===== src/rtl/eespfal_pkg.sv =====
// Shared types and phase-length defaults for the EESPFAL XOR sequencer.
package eespfal_pkg;

    typedef enum logic [1:0] {
        StIdle,
        StDischarge,
        StEvaluate,
        StRecover
    } state_e;

    localparam int unsigned DefBitSize = 4;
    localparam int unsigned DefDisCyc  = 2;
    localparam int unsigned DefEvalCyc = 3;
    localparam int unsigned DefRecCyc  = 2;
    localparam int unsigned DefCntW    = 8;

    // Counter width able to hold the longest phase length.
    function automatic int unsigned ph_width(input int unsigned a, input int unsigned b,
                                             input int unsigned c);
        int unsigned m;
        m = (a > b) ? a : b;
        m = (m > c) ? m : c;
        return $clog2(m + 1);
    endfunction

endpackage


===== src/rtl/eespfal_phase_gen.sv =====
// Macro phase sequencer: IDLE -> DISCHARGE -> EVALUATE -> RECOVER -> IDLE.
module eespfal_phase_gen
    import eespfal_pkg::*;
#(
    parameter int unsigned DIS_CYC  = DefDisCyc,
    parameter int unsigned EVAL_CYC = DefEvalCyc,
    parameter int unsigned REC_CYC  = DefRecCyc
) (
    input  logic   clk_i,
    input  logic   rst_ni,
    input  logic   start_i,
    output state_e state_o,
    output logic   phase_done_o
);

    localparam int unsigned PhW = ph_width(DIS_CYC, EVAL_CYC, REC_CYC);

    localparam logic [PhW-1:0] DisLoad  = PhW'(DIS_CYC - 1);
    localparam logic [PhW-1:0] EvalLoad = PhW'(EVAL_CYC - 1);
    localparam logic [PhW-1:0] RecLoad  = PhW'(REC_CYC - 1);

    state_e         state_q, state_d;
    logic [PhW-1:0] cnt_q, cnt_d;
    logic           done;

    assign done         = (state_q != StIdle) && (cnt_q == '0);
    assign state_o      = state_q;
    assign phase_done_o = done;

    always_comb begin
        state_d = state_q;
        cnt_d   = cnt_q;
        unique case (state_q)
            StIdle: begin
                if (start_i) begin
                    state_d = StDischarge;
                    cnt_d   = DisLoad;
                end
            end
            StDischarge: begin
                if (done) begin
                    state_d = StEvaluate;
                    cnt_d   = EvalLoad;
                end else begin
                    cnt_d = cnt_q - PhW'(1);
                end
            end
            StEvaluate: begin
                if (done) begin
                    state_d = StRecover;
                    cnt_d   = RecLoad;
                end else begin
                    cnt_d = cnt_q - PhW'(1);
                end
            end
            StRecover: begin
                if (done) begin
                    state_d = StIdle;
                end else begin
                    cnt_d = cnt_q - PhW'(1);
                end
            end
            default: state_d = StIdle;
        endcase
    end

    always_ff @(posedge clk_i or negedge rst_ni) begin
        if (!rst_ni) begin
            state_q <= StIdle;
            cnt_q   <= '0;
        end else begin
            state_q <= state_d;
            cnt_q   <= cnt_d;
        end
    end

endmodule


===== src/rtl/eespfal_xor_sequencer.sv =====
// Valid/ready wrapper around a dual-rail EESPFAL XOR macro: encodes operands, sequences
// the macro phases, samples and checks the result, and buffers it for the consumer.
module eespfal_xor_sequencer
    import eespfal_pkg::*;
#(
    parameter int unsigned BIT_SIZE = DefBitSize,
    parameter int unsigned DIS_CYC  = DefDisCyc,
    parameter int unsigned EVAL_CYC = DefEvalCyc,
    parameter int unsigned REC_CYC  = DefRecCyc,
    parameter int unsigned CNT_W    = DefCntW
) (
    input  logic                clk_i,
    input  logic                rst_ni,
    input  logic                in_valid_i,
    output logic                in_ready_o,
    input  logic [BIT_SIZE-1:0] in_x_i,
    input  logic [BIT_SIZE-1:0] in_k_i,
    input  logic                check_en_i,
    input  logic                cnt_clr_i,
    output logic                out_valid_o,
    input  logic                out_ready_i,
    output logic [BIT_SIZE-1:0] out_s_o,
    output logic                out_fault_o,
    output logic                out_mism_o,
    output logic [CNT_W-1:0]    err_count_o,
    output logic [BIT_SIZE-1:0] ee_clk_o,
    output logic [BIT_SIZE-1:0] ee_dis_o,
    output logic [BIT_SIZE-1:0] ee_x_o,
    output logic [BIT_SIZE-1:0] ee_x_bar_o,
    output logic [BIT_SIZE-1:0] ee_k_o,
    output logic [BIT_SIZE-1:0] ee_k_bar_o,
    input  logic [BIT_SIZE-1:0] ee_s_i,
    input  logic [BIT_SIZE-1:0] ee_s_bar_i
);

    state_e state;
    logic   phase_done;
    logic   accept, res_wr, fault, mism;

    logic                rdy_en_q;
    logic [BIT_SIZE-1:0] x_q, k_q, s_smp_q, s_bar_smp_q;
    logic                chk_q;

    logic                out_valid_q, out_valid_d;
    logic [BIT_SIZE-1:0] out_s_q, out_s_d;
    logic                out_fault_q, out_fault_d;
    logic                out_mism_q, out_mism_d;
    logic [CNT_W-1:0]    err_count_q, err_count_d;

    eespfal_phase_gen #(
        .DIS_CYC  (DIS_CYC),
        .EVAL_CYC (EVAL_CYC),
        .REC_CYC  (REC_CYC)
    ) u_phase_gen (
        .clk_i        (clk_i),
        .rst_ni       (rst_ni),
        .start_i      (accept),
        .state_o      (state),
        .phase_done_o (phase_done)
    );

    // rdy_en_q keeps in_ready low while reset is asserted.
    assign in_ready_o = rdy_en_q && (state == StIdle) && (!out_valid_q || out_ready_i);
    assign accept     = in_valid_i && in_ready_o;
    assign res_wr     = (state == StRecover) && phase_done;
    assign fault      = |(s_smp_q ~^ s_bar_smp_q);
    assign mism       = chk_q && (s_smp_q != (x_q ^ k_q));

    always_comb begin
        ee_dis_o   = '1;
        ee_clk_o   = '0;
        ee_x_o     = '0;
        ee_x_bar_o = '0;
        ee_k_o     = '0;
        ee_k_bar_o = '0;
        unique case (state)
            StIdle: ;
            StDischarge: begin
                ee_x_o     = x_q;
                ee_x_bar_o = ~x_q;
                ee_k_o     = k_q;
                ee_k_bar_o = ~k_q;
            end
            StEvaluate: begin
                ee_dis_o   = '0;
                ee_clk_o   = '1;
                ee_x_o     = x_q;
                ee_x_bar_o = ~x_q;
                ee_k_o     = k_q;
                ee_k_bar_o = ~k_q;
            end
            StRecover: ee_dis_o = '0;
            default: ;
        endcase
    end

    always_comb begin
        out_valid_d = out_valid_q;
        out_s_d     = out_s_q;
        out_fault_d = out_fault_q;
        out_mism_d  = out_mism_q;
        err_count_d = err_count_q;
        // A new result write takes priority over the consumer handshake.
        if (res_wr) begin
            out_valid_d = 1'b1;
            out_s_d     = s_smp_q;
            out_fault_d = fault;
            out_mism_d  = mism;
        end else if (out_valid_q && out_ready_i) begin
            out_valid_d = 1'b0;
        end
        if (cnt_clr_i) begin
            err_count_d = '0;
        end else if (res_wr && (fault || mism) && (err_count_q != '1)) begin
            err_count_d = err_count_q + CNT_W'(1);
        end
    end

    always_ff @(posedge clk_i or negedge rst_ni) begin
        if (!rst_ni) begin
            rdy_en_q    <= 1'b0;
            x_q         <= '0;
            k_q         <= '0;
            chk_q       <= 1'b0;
            s_smp_q     <= '0;
            s_bar_smp_q <= '0;
            out_valid_q <= 1'b0;
            out_s_q     <= '0;
            out_fault_q <= 1'b0;
            out_mism_q  <= 1'b0;
            err_count_q <= '0;
        end else begin
            rdy_en_q <= 1'b1;
            if (accept) begin
                x_q   <= in_x_i;
                k_q   <= in_k_i;
                chk_q <= check_en_i;
            end
            if ((state == StEvaluate) && phase_done) begin
                s_smp_q     <= ee_s_i;
                s_bar_smp_q <= ee_s_bar_i;
            end
            out_valid_q <= out_valid_d;
            out_s_q     <= out_s_d;
            out_fault_q <= out_fault_d;
            out_mism_q  <= out_mism_d;
            err_count_q <= err_count_d;
        end
    end

    assign out_valid_o = out_valid_q;
    assign out_s_o     = out_s_q;
    assign out_fault_o = out_fault_q;
    assign out_mism_o  = out_mism_q;
    assign err_count_o = err_count_q;

endmodule


===== config.mk =====
export PLATFORM = sky130hd
export DESIGN_NAME = eespfal_xor_sequencer
export DESIGN_NICKNAME = d
export VERILOG_FILES = /design/src/rtl/eespfal_pkg.sv /design/src/rtl/eespfal_phase_gen.sv /design/src/rtl/eespfal_xor_sequencer.sv
export SDC_FILE = /design/constraint.sdc
export NUM_CORES = 1
export LEC_CHECK = 0
export BUFFER_PORTS_ARGS = -buffer_cell sky130_fd_sc_hd__clkbuf_2
export CELL_PAD_IN_SITES_DETAIL_PLACEMENT = 0
export CELL_PAD_IN_SITES_GLOBAL_PLACEMENT = 1
export CORE_UTILIZATION = 35
export DETAILED_ROUTE_END_ITERATION = 7
export PLACE_DENSITY_LB_ADDON = 0.08
export SLEW_MARGIN = 20
export SYNTH_ARGS = -nofsm -noshare
export SYNTH_HDL_FRONTEND = slang
export SYNTH_SLANG_ARGS = --single-unit

===== constraint.sdc =====
create_clock -name clk_i -period 2.1 [get_ports clk_i]
set_input_delay 0.42 -clock clk_i [delete_from_list [all_inputs] [get_ports clk_i]]
set_output_delay 0.42 -clock clk_i [all_outputs]
set_load 0.005 [all_outputs]

Word level (Yosys, flattened, before mapping). Index checks and enable logic that the tools add are counted.

Bitwise logic cells: 4. Muxes and demuxes: 19. Reduce and logical (&&, ||, !) cells: 23. Equality and inequality tests: 10. Add/sub/neg operators: 2.

Operators by type and width (number): 2-to-1 mux 4 bit (6); 2-to-1 mux 8 bit (2); case mux 2 bit (4 select lines) (2); 2-to-1 mux 2 bit (7); logical AND 1 bit (10); != test 2 bit, second input constant (5); adder 8 x 1 -> 8 bit, second input constant (1); != test 8 bit, second input constant (1); inverter 4 bit (2); nonzero test 2 bit (3); == test 2 bit, second input constant (2); zero test 2 bit (2); != test 4 bit (1); AND reduction 4 bit (1); OR reduction 2 bit (2); OR reduction 4 bit (1); bitwise XNOR 4 bit (1); bitwise XOR 4 bit (1); == test 2 x 1 -> 1 bit, second input constant (1); logical OR 1 bit (2); 2-to-1 mux 1 bit (2); AND reduction 2 bit (1); subtractor 2 x 1 -> 2 bit, second input constant (1); zero test 1 bit (1).

Input port bits: 22. Word-level logic and storage cells: 71. Register bits: 37.

Depth between registers and ports, before layout.
Depth after elaboration: 8. Gate-level depth with buffers: 8. Gate-level depth less buffers: 6.

Cells and area by module. Synthesis repeated with hierarchy kept, for this count alone.

Cell total of the unflattened synthesis: 174. Area, all modules: 2064.5 µm².

By module, submodules not included: eespfal_xor_sequencer (times used 1, cells each 141, area each 1737.9 µm², seq. area each 825.8 µm²); eespfal_phase_gen (times used 1, cells each 33, area each 326.6 µm², seq. area each 100.1 µm²).

Least setup slack after synthesis. OpenSTA, ideal clock, no wires.

Path type: reg-to-reg. Start: reg u_phase_gen.state_q[0], in the netlist u_phase_gen.state_o[0]. End: reg err_count_q[7], in the netlist err_count_o[7]. Buffers on the path: 2. Arrival: 2.051 ns. Stages on the path, launching flop included: 9. Setup time: 0.127 ns. Slack: -0.078 ns. Cells stage by stage: dfrtp_1 > inv_1 > ha_1 > clkbuf_1 > and3b_1 > clkbuf_1 > o211ai_1 > a2111oi_1 > mux2_1.

Cells in the longest elaborated chain, start to end: 6.

Ends and longest elaborated chain: start: declaration (RTL line eespfal_phase_gen.sv:22) `state_e state_q, state_d;`; start signal: assignment (RTL line eespfal_phase_gen.sv:69) `state_q <= StIdle;`; start signal: assignment (RTL line eespfal_phase_gen.sv:72) `state_q <= state_d;`; nonzero test 2 bit (RTL line eespfal_phase_gen.sv:26) `assign done = (state_q != StIdle) && (cnt_q == '0);`; logical AND 1 bit (RTL line eespfal_phase_gen.sv:26); logical AND 1 bit (*) (RTL line eespfal_xor_sequencer.sv:65) `assign res_wr = (state == StRecover) && phase_done;`; logical AND 1 bit (*) (2 in series) (RTL line eespfal_xor_sequencer.sv:114) `end else if (res_wr && (fault || mism) && (err_count_q != '1)) begin`; nonzero test 2 bit (no line) (*); end signal: assignment (RTL line eespfal_xor_sequencer.sv:147) `err_count_q <= err_count_d;`; end: declaration (RTL line eespfal_xor_sequencer.sv:48) `logic [CNT_W-1:0] err_count_q, err_count_d;`.

Mark *: on every way between the ends. The rest lies on a longest branch, timed or not. A chain may end at the register's enable or synchronous reset.

Worst setup path after layout.
Start: reg x_q[3]. End: reg err_count_q[0], in the netlist err_count_o[0].

Cells in the longest elaborated chain, start to end: 7.

Ends and longest elaborated chain: start: declaration (RTL line eespfal_xor_sequencer.sv:41) `logic [BIT_SIZE-1:0] x_q, k_q, s_smp_q, s_bar_smp_q;`; start signal: assignment (RTL line eespfal_xor_sequencer.sv:135) `x_q <= in_x_i;`; bitwise XOR 4 bit (RTL line eespfal_xor_sequencer.sv:67) `assign mism = chk_q && (s_smp_q != (x_q ^ k_q));`; != test 4 bit (RTL line eespfal_xor_sequencer.sv:67); logical AND 1 bit (RTL line eespfal_xor_sequencer.sv:67); logical OR 1 bit (RTL line eespfal_xor_sequencer.sv:114); logical AND 1 bit (2 in series) (RTL line eespfal_xor_sequencer.sv:114); nonzero test 2 bit (no line).

Every way passes these cells.

==> summary.md <==
| Metric | Value |
|---|---|
| Status | completed |
| Final WL | 4.28 mm |
| Longest Clk Path Bufs | 2 |
| Ys Warns | 0 |
| CTS HTree Levels | 2 |
| Post-route DRC | 0 |
| Die area | 6160 um^2 |
| Setup violators final | 0 |
| Antenna violation net count after detailed routing | 0 |
| Top-count cell post-synth | nand2_1 |
| Tcrit/Tclk final | 95.1% |
| Hold slack | 0.123 ns |
| GRT Util Overall | 15.5% |
| DR pass1 iterations | 4 |
| WP data arrival | 2.17 ns |
| Maximum vdd drop | 0.579 mV |
| Nets | 299 |
| Yosys cell types | 39 |
| Setup Skew | 0.00343 ns |
| TritonCTS Buffers | 5 |
| Reg2reg start | x_q[3] |
| TritonCTS Sinks | 37 |
| Worst Setup End Kind | flip-flop |
| Synth Area per Inst | 10.2 um^2 |
| Via count | 1612 |
| Largest area contributor in the netlist | dfrtp_1 |
| MaxCap Viol Count | 0 |
| Via density | 4.70 |
| Final number of max-transition violations | 0 |
| Worst slew margin | 60.5% |
| Slew @ Worst Pin | 0.592 ns |
| DR WL/cell | 12.5 um |
| Setup crit start kind | flip-flop |
| TritonCTS clock tree | yes |
| Mapped Nets | 229 |
| Die height | 78.5 um |
| Share of cells above drive strength 1 | 35.8% |
| FFs w/ async S/R, synth | 100% |
| Synth Cell Area | 2050 um^2 |
| Root buf cell | clkbuf_8 |
| Setup WS post-layout | 0.103 ns |
| Placed cell area | 2480 um^2 |
| Cell leakage power | 1.34 nW |
| PortBufs | 61 |
| Largest cells by area after synthesis | dfrtp_1 (45%), nand2_1 (7.3%), mux2_2 (5.5%) |
| Final setup TNS | 0 ns |
| Worst Setup Slack post-DPL | 0.108 ns |
| Sequential fraction of the synthesis area | 45.2% |
| CP required | 2.27 ns |
| First-pass GRT wire length | 7.24 mm |
| Vias in the first global route | 1524 |
| Fmax | 0.501 GHz |
| Dpl hpwl | 3.35 mm |
| CP max FO | 8 |
| Die outline width | 78.5 um |
| Grt total ovfl | 0 |
| Final hold violations | 0 |
| Core Rows | 27 |
| PD cells | 1460 nW/um^2 |
| Worst skew pair latency | 0.28 ns |
| Number of synthesized flops with an enable pin | 0 |
| Syn Inst Count | 201 |
| Crit path time final | 2.00 ns |
| Synth Flop Type | dfrtp_1 |
| Setup CP Type | reg2reg |
| Post-synth top area share | 45.2% |
| Clk pin slew, worst setup/hold paths | 0.07 ns |
| DR iter-0 viols | 57 |
| # IOs | 62 |
| Area Growth Syn to Fin | 27.3% |
| Ant. Diodes | 0 |
| CORE AREA | 5570 um^2 |
| Synthesized flop and latch total | 37 |
| Top cells by count, synth | nand2_1 (40), dfrtp_1 (37), nor2b_1 (13), nor2_1 (11), mux2_2 (10) |
| Initial antenna violation count | 0 |
| RePlAce Congestion | 0.711 |
| Hold WC Path Type | in2async |
| Largest net degree at the start of global routing | 24 |
| Crit. Startpoint | x_q[3] |
| Final Cell Area | 2610 um^2 |
| Starting density of the core | 36.7% |
## final timing paths
kind / depth (start not counted) / slack [ns] / to
setup / recovery: 5 / 0.10 / err_count_o[0]
hold / removal: 1 / 0.12 / err_count_o[0]
setup reg to reg: 5 / 0.10 / err_count_o[0]
hold reg to reg: 2 / 0.48 / out_s_o[2]
max in group asynchronous: 2 / 1.42 / s_smp_q[2]
min in group clk_i: 3 / 0.32 / s_bar_smp_q[3]
## what timing repair did
action	CTS	global route
setup buffers	0	0
endpoints found under the setup margin	0	17
hold buffers	0	0
resized for setup	0	3
## registers in the layout, summed over array words and instances, names as in the netlist
signal,count
s_smp_q,4
out_mism_o,1
chk_q,1
x_q,4
out_fault_o,1
s_bar_smp_q,4
err_count_o,8
u_phase_gen.state_o,2
k_q,4
out_valid_o,1
out_s_o,4
rdy_en_q,1
u_phase_gen.cnt_q,2
## metal layers
layer  global-route usage (%)  up-vias  routed length (um)
li1                         -      808                   -
met1                     21.5      757                2090
met2                     23.6       41                1960
met3                     3.49        6                 174
met4                     5.56        0                  57
met5                        0        -                   0
## cells in the final DEF, fill, tap and decap left out, types with 3 or more instances in the layout
| master | count |
|---|---|
| clkbuf_8 | 5 |
| o21ai_0 | 4 |
| nor2b_1 | 13 |
| dfrtp_1 | 37 |
| xnor2_1 | 4 |
| xor3_1 | 4 |
| mux2_2 | 10 |
| nand2b_1 | 4 |
| nor2_1 | 11 |
| mux2_1 | 7 |
| buf_4 | 14 |
| a211oi_1 | 4 |
| nand2_1 | 40 |
| inv_1 | 8 |
| clkbuf_2 | 61 |
| and2_1 | 8 |
| ha_1 | 5 |
| nand3_1 | 3 |
## logic make-up after synthesis
group	Yosys count	share of synthesized area (%)
AO/OA/AOI/OAI	21	8.38
flip-flops	37	45.2
buffers and inverters	21	4.95
multiplexers	18	9.84
other	1	0.183
adder cells (fa/ha/maj)	6	3.67
AND/OR/NAND/NOR	89	21.4
XOR/XNOR	8	6.36
## final cells by class
class	instances	area (um^2)
Clock buffer	5	68.8
Tap cell	72	90.1
Multi-Input combinational cell	143	1040
Timing Repair Buffer	75	410
Fill cell	545	2970
Inverter	9	33.8
Clock inverter	2	35.0
Sequential cell	37	926
## critical path, stage by stage (launching register included)
cell	delay, ns
dfrtp_1	0.42
xor3_1	0.40
o41ai_4	0.36
buf_4	0.22
a21o_1	0.16
mux2_1	0.32
## power by group
part,switching (mW),internal (mW)
clock network,0.247,0.345
logic,0.924,1.10
registers,0.218,0.976
## stage by stage
step           power [mW]  utilization (%)  std cells
2_1_floorplan        2.56                -        201
3_3_place_gp         3.22             44.6        336
3_5_place_dp         3.23             44.6        336
4_1_cts              3.84             46.4        343
5_1_grt              4.15             46.8        343
6_report             3.81             46.8        343
(Power assumes the default switching activity.)
